[src/rtl/ram_write_arbiter.sv]
`default_nettype none
//==============================================================================
// Module   : ram_write_arbiter
// Brief    : Buffers single-cycle RAM write pulses in a small FIFO and shares
//            the single memory port with a read port. Pending writes are
//            forwarded to reads so a read always returns the newest data.
// Revision : 1.0 - initial release
//==============================================================================
module ram_write_arbiter #(
    parameter int ADDR_WIDTH = 15,
    parameter int DATA_WIDTH = 16,
    parameter int FIFO_DEPTH = 4
) (
    input  logic                  ram_clock,
    input  logic                  ram_reset,
    input  logic                  ram_write_enable,
    input  logic [ADDR_WIDTH-1:0] ram_addr,
    input  logic [DATA_WIDTH-1:0] ram_data,
    input  logic                  rd_req,
    input  logic [ADDR_WIDTH-1:0] rd_addr,
    output logic                  rd_ready,
    output logic                  rd_valid,
    output logic [DATA_WIDTH-1:0] rd_data,
    output logic                  mem_we,
    output logic [ADDR_WIDTH-1:0] mem_addr,
    output logic [DATA_WIDTH-1:0] mem_wdata,
    input  logic [DATA_WIDTH-1:0] mem_rdata,
    output logic                  fifo_overflow
);

    localparam int c_PTR_W = $clog2(FIFO_DEPTH);
    localparam int c_CNT_W = c_PTR_W + 1;
    localparam logic [c_CNT_W-1:0] c_FULL   = c_CNT_W'(FIFO_DEPTH);
    localparam logic [c_CNT_W-1:0] c_ALMOST = c_CNT_W'(FIFO_DEPTH - 1);

    // Write buffer
    logic [ADDR_WIDTH-1:0] r_fifo_addr [FIFO_DEPTH];
    logic [DATA_WIDTH-1:0] r_fifo_data [FIFO_DEPTH];
    logic [c_PTR_W-1:0]    r_head;
    logic [c_PTR_W-1:0]    r_tail;
    logic [c_CNT_W-1:0]    r_count;

    // Memory port registers
    logic                  r_mem_we;
    logic [ADDR_WIDTH-1:0] r_mem_addr;
    logic [DATA_WIDTH-1:0] r_mem_wdata;
    logic                  r_overflow;

    // Read pipeline: p0 captured at acceptance, p1 while memory is read
    logic                  r_p0_valid;
    logic                  r_p0_hit;
    logic [DATA_WIDTH-1:0] r_p0_data;
    logic                  r_p1_valid;
    logic                  r_p1_hit;
    logic [DATA_WIDTH-1:0] r_p1_data;
    logic                  r_rd_valid;
    logic [DATA_WIDTH-1:0] r_rd_data;

    logic                  w_rd_ready;
    logic                  w_read;
    logic                  w_pop;
    logic                  w_push;
    logic [FIFO_DEPTH-1:0] w_match;
    logic                  w_fwd_hit;
    logic [DATA_WIDTH-1:0] w_fwd_data;
    logic [c_PTR_W-1:0]    w_fwd_idx;

    // Reads are refused once the buffer is almost full so writes always drain
    assign w_rd_ready = (r_count < c_ALMOST);
    assign w_read     = rd_req && w_rd_ready;
    assign w_pop      = !w_read && (r_count != '0);
    assign w_push     = ram_write_enable && ((r_count < c_FULL) || w_pop);

    // A slot matches when it holds a live entry with the requested address
    for (genvar j = 0; j < FIFO_DEPTH; j++) begin : g_slot
        logic [c_PTR_W-1:0] w_age;
        assign w_age      = c_PTR_W'(j) - r_head;
        assign w_match[j] = ({1'b0, w_age} < r_count) && (r_fifo_addr[j] == rd_addr);
    end

    // Walk oldest to newest so the last match seen is the newest one
    always_comb begin
        w_fwd_hit  = 1'b0;
        w_fwd_data = '0;
        w_fwd_idx  = '0;
        for (int i = 0; i < FIFO_DEPTH; i++) begin
            w_fwd_idx = r_head + c_PTR_W'(i);
            if (w_match[w_fwd_idx]) begin
                w_fwd_hit  = 1'b1;
                w_fwd_data = r_fifo_data[w_fwd_idx];
            end
        end
    end

    always_ff @(posedge ram_clock) begin
        if (w_push) begin
            r_fifo_addr[r_tail] <= ram_addr;
            r_fifo_data[r_tail] <= ram_data;
        end
    end

    always_ff @(posedge ram_clock) begin
        if (ram_reset) begin
            r_head      <= '0;
            r_tail      <= '0;
            r_count     <= '0;
            r_mem_we    <= 1'b0;
            r_mem_addr  <= '0;
            r_mem_wdata <= '0;
            r_overflow  <= 1'b0;
        end else begin
            if (w_push) begin
                r_tail <= r_tail + c_PTR_W'(1);
            end
            if (w_pop) begin
                r_head <= r_head + c_PTR_W'(1);
            end
            case ({w_push, w_pop})
                2'b10:   r_count <= r_count + c_CNT_W'(1);
                2'b01:   r_count <= r_count - c_CNT_W'(1);
                default: r_count <= r_count;
            endcase

            if (w_read) begin
                r_mem_we   <= 1'b0;
                r_mem_addr <= rd_addr;
            end else if (w_pop) begin
                r_mem_we    <= 1'b1;
                r_mem_addr  <= r_fifo_addr[r_head];
                r_mem_wdata <= r_fifo_data[r_head];
            end else begin
                r_mem_we <= 1'b0;
            end

            if (ram_write_enable && !w_push) begin
                r_overflow <= 1'b1;
            end
        end
    end

    always_ff @(posedge ram_clock) begin
        if (ram_reset) begin
            r_p0_valid <= 1'b0;
            r_p0_hit   <= 1'b0;
            r_p0_data  <= '0;
            r_p1_valid <= 1'b0;
            r_p1_hit   <= 1'b0;
            r_p1_data  <= '0;
            r_rd_valid <= 1'b0;
            r_rd_data  <= '0;
        end else begin
            r_p0_valid <= w_read;
            r_p0_hit   <= w_read && w_fwd_hit;
            r_p0_data  <= w_fwd_data;
            r_p1_valid <= r_p0_valid;
            r_p1_hit   <= r_p0_hit;
            r_p1_data  <= r_p0_data;
            r_rd_valid <= r_p1_valid;
            if (r_p1_valid) begin
                r_rd_data <= r_p1_hit ? r_p1_data : mem_rdata;
            end
        end
    end

    assign rd_ready      = w_rd_ready;
    assign rd_valid      = r_rd_valid;
    assign rd_data       = r_rd_data;
    assign mem_we        = r_mem_we;
    assign mem_addr      = r_mem_addr;
    assign mem_wdata     = r_mem_wdata;
    assign fifo_overflow = r_overflow;

endmodule
`default_nettype wire
[config.mk]
export PLATFORM = sky130hd
export DESIGN_NAME = ram_write_arbiter
export DESIGN_NICKNAME = d
export VERILOG_FILES = /design/src/rtl/ram_write_arbiter.sv
export SDC_FILE = /design/constraint.sdc
export NUM_CORES = 1
export LEC_CHECK = 0
export BUFFER_PORTS_ARGS = -buffer_cell sky130_fd_sc_hd__buf_2
export CORE_ASPECT_RATIO = 0.6
export CORE_UTILIZATION = 50
export CTS_CLUSTER_DIAMETER = 200
export CTS_CLUSTER_SIZE = 16
export DETAILED_ROUTE_END_ITERATION = 8
export GPL_TIMING_DRIVEN = 0
export PLACE_DENSITY = 0.68
export SYNTH_ARGS = -nofsm -noshare
export SYNTH_HDL_FRONTEND = slang
export SYNTH_SLANG_ARGS = --single-unit
export TNS_END_PERCENT = 30
[constraint.sdc]
create_clock -name ram_clock -period 7.5 [get_ports ram_clock]
set_input_delay 0.75 -clock ram_clock [delete_from_list [all_inputs] [get_ports ram_clock]]
set_output_delay 0.75 -clock ram_clock [all_outputs]
set_load 0.005 [all_outputs]
; ---- Yosys cells after proc, flatten, opt, wreduce, memory -nomap -nowiden
; Memory sizes are Yosys's and may differ from the RTL's. A register that Yosys moved wholly into a read port is not among the register bits.
; Index checks and enable logic that the tools add are counted.
[word_totals]
regBits = 93
mem_bits_rw = 124
inputBits = 66
out_inout_bits = 51
word_cells = 88
n_memories = 2
[mem_list]
columns = memory, depth, width, rd, rd_clocked_by_memory_dff, wr, line_no
row1 = r_fifo_data, 4, 16, 4, 1, 1, 38  ; logic [DATA_WIDTH-1:0] r_fifo_data [FIFO_DEPTH];
row2 = r_fifo_addr, 4, 15, 5, 1, 1, 37  ; logic [ADDR_WIDTH-1:0] r_fifo_addr [FIFO_DEPTH];
[classes]
n_addsub = 10
magnitude_cmp = 10
n_eq_ne = 6
n_mux = 27
bitwise_logic = 1
n_reduce_logical = 17
[ops]
columns = cell, n
row1 = 16-bit 2-to-1 mux, 5
row2 = 15-bit == test, 4
row3 = 15-bit 2-to-1 mux, 2
row4 = 2-bit by 3-bit less-than comparator with 1-bit output, 4
row5 = "2-bit by 3-bit less-than comparator with 1-bit output, second input constant", 4
row6 = 1-bit 2-to-1 mux, 11
row7 = 1-bit logical AND, 9
row8 = 1-bit binary-select mux with 2-bit select, 4
row9 = 2-bit 2-to-1 mux, 4
row10 = 3-bit case mux with 2 select lines, 1
row11 = "2-bit by 1-bit adder with 2-bit output, second input constant", 2
row12 = "2-bit adder, second input constant", 2
row13 = 2-bit nonzero test, 2
row14 = "1-bit by 2-bit subtractor with 2-bit output, first input constant", 2
row15 = "2-bit subtractor, first input constant", 2
row16 = "3-bit by 1-bit adder with 3-bit output, second input constant", 1
row17 = "3-bit by 2-bit less-than comparator with 1-bit output, second input constant", 1
row18 = "3-bit less-than comparator, second input constant", 1
row19 = 3-bit nonzero test, 1
row20 = "3-bit by 1-bit subtractor with 3-bit output, second input constant", 1
row21 = "2-bit by 1-bit == test with 1-bit output, second input constant", 1
row22 = "2-bit == test, second input constant", 1
row23 = 1-bit zero test, 2
row24 = 2-bit AND reduction, 1
row25 = 3 further kinds, 3

; ---- Logic depth before layout (Yosys ltp)
[depth]
depth_word = 10
mapped_depth = 15

; ---- Worst setup path after synthesis
; Ideal clock, no wire load.
[synth_path]
path_type = register to register
from = reg r_head[0]
to = reg r_p0_data[2]
setup_ns = 0.145
t_arrival_ns = 4.048
required_ns = 7.355
slack_ns = 3.307
stages_incl_launch_ff = 16
path_buffers = 5
period_less_slack_ns = 4.193
path_cell_list = dfxtp_1 > buf_2 > buf_2 > clkbuf_1 > clkbuf_1 > xnor2_1 > inv_1 > ha_1 > a21oi_1 > o211ai_1 > or4_4 > mux4_2 > clkbuf_2 > and3_1 > o21ai_1 > a311oi_2
[synth_between]
elab_chain_len = 9
elab_cells_between_ends = 28
cone_classes = add/sub (7) / order compare (4) / mux (12) / reduce/logical (4) / memory (1)
[synth_lines]
columns = element, line_no
row1 = start: declaration, 39  ; logic [c_PTR_W-1:0] r_head;
row2 = start signal: assignment, 116  ; r_head <= r_head + c_PTR_W'(1);
row3 = 1-bit by 2-bit subtractor with 2-bit output / 2-bit subtractor (equally long branches), 77  ; assign w_age = c_PTR_W'(j) - r_head;
row4 = 2-bit by 3-bit less-than comparator with 1-bit output, 78  ; assign w_match[j] = ({1'b0, w_age} < r_count) && (r_fifo_addr[j] == rd_addr);
row5 = 1-bit logical AND, 78
row6 = 1-bit binary-select mux with 2-bit select, 88  ; if (w_match[w_fwd_idx]) begin
row7 = 1-bit 2-to-1 mux (not written as such), 88
row8 = 16-bit 2-to-1 mux (3 in series), 88
row9 = 16-bit 2-to-1 mux *, 88
row10 = end signal: assignment, 154  ; r_p0_data <= w_fwd_data;
row11 = end: declaration, 52  ; logic [DATA_WIDTH-1:0] r_p0_data;
; Every way passes the cells marked *; elsewhere a longest branch is shown, timed or not. The select of a mux whose other input is x is not followed.
; A chain may end at the register's enable or synchronous reset.

; ---- Worst setup path in the final report
[layout_path]
from = reg r_head[1]
to = reg r_p0_data[1]
; Same word-level chain as after synthesis.

==> impl_summary.log <==
INFO  metric status = finished clean
INFO  metric htree_num_levels = 1
INFO  metric top_area_cells_in_the_synthesized_netlist = edfxtp_1 36%, dfxtp_1 18%, mux4_2 16%
INFO  metric grt-ovfl-total = 0
INFO  metric avgRoutedWirePerCell = 22.9 um
INFO  metric power.density_cell_area = 291 nW/um2
INFO  metric clock_tree.root_cell = clkbuf_16
INFO  metric clock_power_share = 0.248
INFO  metric dpl.hpwl = 18,900 um
INFO  metric finalWorstPathRequiredPeriod = 5.81 ns
INFO  metric final_count_of_pins_violating_max_slew = 0
INFO  metric critical_path.startpoint_type = flop
INFO  metric avgSynthCellArea = 13.7 um2
INFO  metric placedCellCount = 1,134
INFO  metric fp.dieH = 113 um
INFO  metric leakage = 4.27 nW
INFO  metric finalCritPeriodShare = 0.775
INFO  metric synth_compound_gate_area_share = 0.0638
INFO  metric report.final.hold_viol_count = 0
INFO  metric synth_simple_gate_area_share = 0.0834
INFO  metric num_vias = 6,959
INFO  metric n_antenna_cell = 0
INFO  metric internal-power = 0.00235 W
INFO  metric synth_fp_nets = 833
INFO  metric dieArea = 21,300 um2
INFO  metric start_util = 0.513
INFO  metric grt_start_max_net_pins = 23
INFO  metric tritoncts = done
INFO  metric post_synth_xor_area_fraction = 0.0557
INFO  metric synth_top_family_by_area = multiplexers
INFO  metric hold_path_class = reg2reg
INFO  metric cp_data_required_time = 7.81 ns
INFO  metric grt_pass1_wl = 40,500 um
INFO  metric postCtsHoldBufs = 0
INFO  metric routed_vias_inst = 5.98
INFO  metric fmaxAchievable = 172 MHz
INFO  metric grt_use_total = 0.253
INFO  metric synth.ff_latch_count = 219
INFO  metric clock_insertion_delay_worst_skew = 0.50 ns
INFO  metric totalWireLength = 26,700 um
INFO  metric coreArea = 20,200 um2
INFO  metric synth-edff-count = 124
INFO  metric cts-resized-gates = 0
INFO  metric post_cts.repair.setup_buffers = 0
INFO  metric yosys.area_share.adder = 0.0128
INFO  metric drtIter0Drc = 843
INFO  metric yosysWarnings = 0
INFO  metric synth_async_sr_flop_share = 0
INFO  metric timing_worst_setup_path_type = reg2reg
INFO  metric final-setup-viol-count = 0
INFO  metric pin_count = 117
INFO  metric worst_pin_slew = 1.29 ns
INFO  metric drcViolationCount = 0
INFO  metric net_load_switching_power = 0.00108 W
INFO  metric rows = 40
INFO  metric antenna_violations_before_repair = 0
INFO  metric pwr-share-comb = 0.320
INFO  metric worst_clock_skew = 0.0175 ns
INFO  metric synth_seq_area_share = 0.543
INFO  metric grt_pass1_vias = 6,694
INFO  metric die-width = 188 um
INFO  metric flop_pwr_share = 0.432
INFO  metric timing.setup.tns = 0 ns
INFO  metric numPortBuffers = 100
INFO  metric ir_drop_worst_vdd = 0.180 mV
INFO  metric tritoncts.num_buffers = 17
INFO  metric drv_cap = 0
INFO  metric synth_top_area_share = 0.360
INFO  metric share_of_final_layout_standard_cells_stronger_than_drive_strength_1 = 0.249
INFO  metric post_synth_mux_area_share = 0.205
INFO  metric endpoint_kind = flop
INFO  metric synthesis.instances = 757
INFO  metric cts_num_sinks = 219
INFO  metric clk_slew_on_worst_s_h_paths = 0.07 ns
INFO  metric crit_fanout = 10
INFO  metric yosysTopAreaCell = edfxtp_1
INFO  metric relSlewSlack = 0.136
INFO  metric drtAntennaViolNets = 0
INFO  metric first_pass_iters = 7
INFO  metric finish.cell_count_without_fillers = 1,164
INFO  metric dominantRegCellSynth = edfxtp_1
INFO  metric finish.net_count = 956
INFO  metric synthesis.area = 10,400 um2
INFO  metric synthToLayoutAreaGrowth = 13.7%
INFO  metric rsz0062_at_grt = false
INFO  metric cts.path.max_buffers = 3
INFO  metric switching_share = 0.314
INFO  metric yosysUniqueCellTypes = 53
INFO  metric gp_routability_congestion = 0.871
INFO  metric cp.arrival = 6.12 ns
worst paths after layout:
kind / from / end / slack (ns) / cells past startpoint
hold / removal: r_p0_data[4] / r_p1_data[4] / 0.44 / 1
hold reg to reg: r_p0_data[4] / r_p1_data[4] / 0.44 / 1
setup reg to reg: r_head[1] / r_p0_data[1] / 1.69 / 12
setup / recovery: r_head[1] / r_p0_data[1] / 1.69 / 12
worst max-delay path, stage by stage (launching register included):
cell and delay, ns:
dfxtp_1 0.44, buf_1 0.46, clkbuf_1 0.82, clkbuf_1 0.70, xnor2_1 0.23, inv_1 0.08, ha_1 0.27, a21oi_1 0.18
o211ai_1 0.14, or4_4 0.58, mux4_1 0.65, clkbuf_1 0.36, a311oi_1 0.71
power groups by stage:
stage | Sequential [W] | Combinational [W] | Clock [W]
4_1_cts | 0.00148 | 0.00109 | 0.000859
2_1_floorplan | 0.00149 | 0.000758 | 0
5_1_grt | 0.00150 | 0.00119 | 0.000902
6_report | 0.00148 | 0.00110 | 0.000849
3_3_place_gp | 0.00151 | 0.00107 | 0
3_5_place_dp | 0.00151 | 0.00109 | 0
placed cells by master, fill, tap and decap left out, types with 3 or more instances in the layout:
cell type | Yosys | layout
buf_12 | 0 | 4
nand3_1 | 3 | 3
ha_1 | 9 | 9
xnor2_1 | 13 | 13
buf_1 | 8 | 8
and3_1 | 16 | 16
clkbuf_16 | 0 | 17
inv_1 | 25 | 25
xor2_1 | 51 | 51
a21oi_1 | 9 | 9
edfxtp_1 | 124 | 124
a211oi_1 | 18 | 18
nor4_1 | 9 | 9
dfxtp_1 | 95 | 95
mux4_2 | 74 | 74
nor3_1 | 4 | 4
a311oi_1 | 15 | 15
nor2b_1 | 33 | 33
mux2_2 | 3 | 3
buf_2 | 7 | 107
nor2_1 | 64 | 64
clkbuf_1 | 44 | 55
a222oi_1 | 15 | 15
nand2_1 | 21 | 21
mux2i_1 | 40 | 40
o21ai_0 | 12 | 12
buf_6 | 3 | 3
and2_2 | 0 | 4
o21ai_1 | 6 | 6
cells in the mapped netlist, drive strengths merged (13+ instances only):
| cell type | number |
|---|---|
| buf | 18 |
| clkbuf | 45 |
| mux2i | 40 |
| dfxtp | 95 |
| inv | 25 |
| nor2b | 33 |
| a311oi | 16 |
| xnor2 | 13 |
| nand2 | 21 |
| xor2 | 52 |
| and3 | 16 |
| mux4 | 75 |
| a222oi | 15 |
| a211oi | 19 |
| edfxtp | 124 |
| o21ai | 18 |
| nor2 | 64 |
layout make-up:
| cell class | count | area [um2] |
|---|---|---|
| tap | 273 | 342 |
| buffer | 63 | 269 |
| inverter | 26 | 97.6 |
| multi-input combinational | 449 | 4370 |
| timing repair buffer | 104 | 581 |
| sequential | 219 | 5630 |
| fill | 1639 | 8400 |
| clock buffer | 28 | 467 |
| clock inverter | 2 | 16.3 |
cells by family (layout without fill, tap and decap cells):
group                    Yosys count  after routing
XOR/XNOR                          65             65
AND/OR/NAND/NOR                  169            169
buffers and inverters             89            223
AO/OA/AOI/OAI                     87             87
flip-flops                       219            219
multiplexers                     118            118
adder cells (fa/ha/maj)           10             10
metal layers:
| metal | track usage | vias up | share of wire |
|---|---|---|---|
| met5 | 0 | - | 0 |
| met4 | 0.0450 | 0 | 0.016 |
| met3 | 0.0717 | 37 | 0.12 |
| met2 | 0.336 | 385 | 0.39 |
| met1 | 0.408 | 3417 | 0.48 |
| li1 | - | 3120 | - |
metrics by stage:
| step | utilization | total power, W | area (um2) | hold WS (ns) | setup slack, ns |
|---|---|---|---|---|---|
| after floorplan | - | 0.00225 | 10400 | 0.414 | 3.31 |
| after global placement | 0.555 | 0.00257 | 11200 | 0.419 | 2.06 |
| after detailed placement | 0.559 | 0.00259 | 11300 | 0.426 | 1.99 |
| after CTS | 0.583 | 0.00343 | 11800 | 0.443 | 1.96 |
| after global routing | 0.583 | 0.00359 | 11800 | 0.455 | 1.63 |
| final | 0.583 | 0.00343 | 11800 | 0.438 | 1.69 |
flip-flops by register name, indices dropped and copies added, names as in the netlist, named ones only:
| name | count |
|---|---|
| r_fifo_addr | 60 |
| mem_addr | 15 |
| r_tail | 2 |
| r_p1_hit | 1 |
| r_fifo_data | 64 |
| rd_valid | 1 |
| mem_wdata | 16 |
| r_count | 3 |
| r_p1_data | 16 |
| r_p0_data | 16 |
| fifo_overflow | 1 |
| r_p0_valid | 1 |
| r_p0_hit | 1 |
| r_head | 2 |
| r_p1_valid | 1 |
| mem_we | 1 |
| rd_data | 16 |
Power figures use the tool's default switching activity.
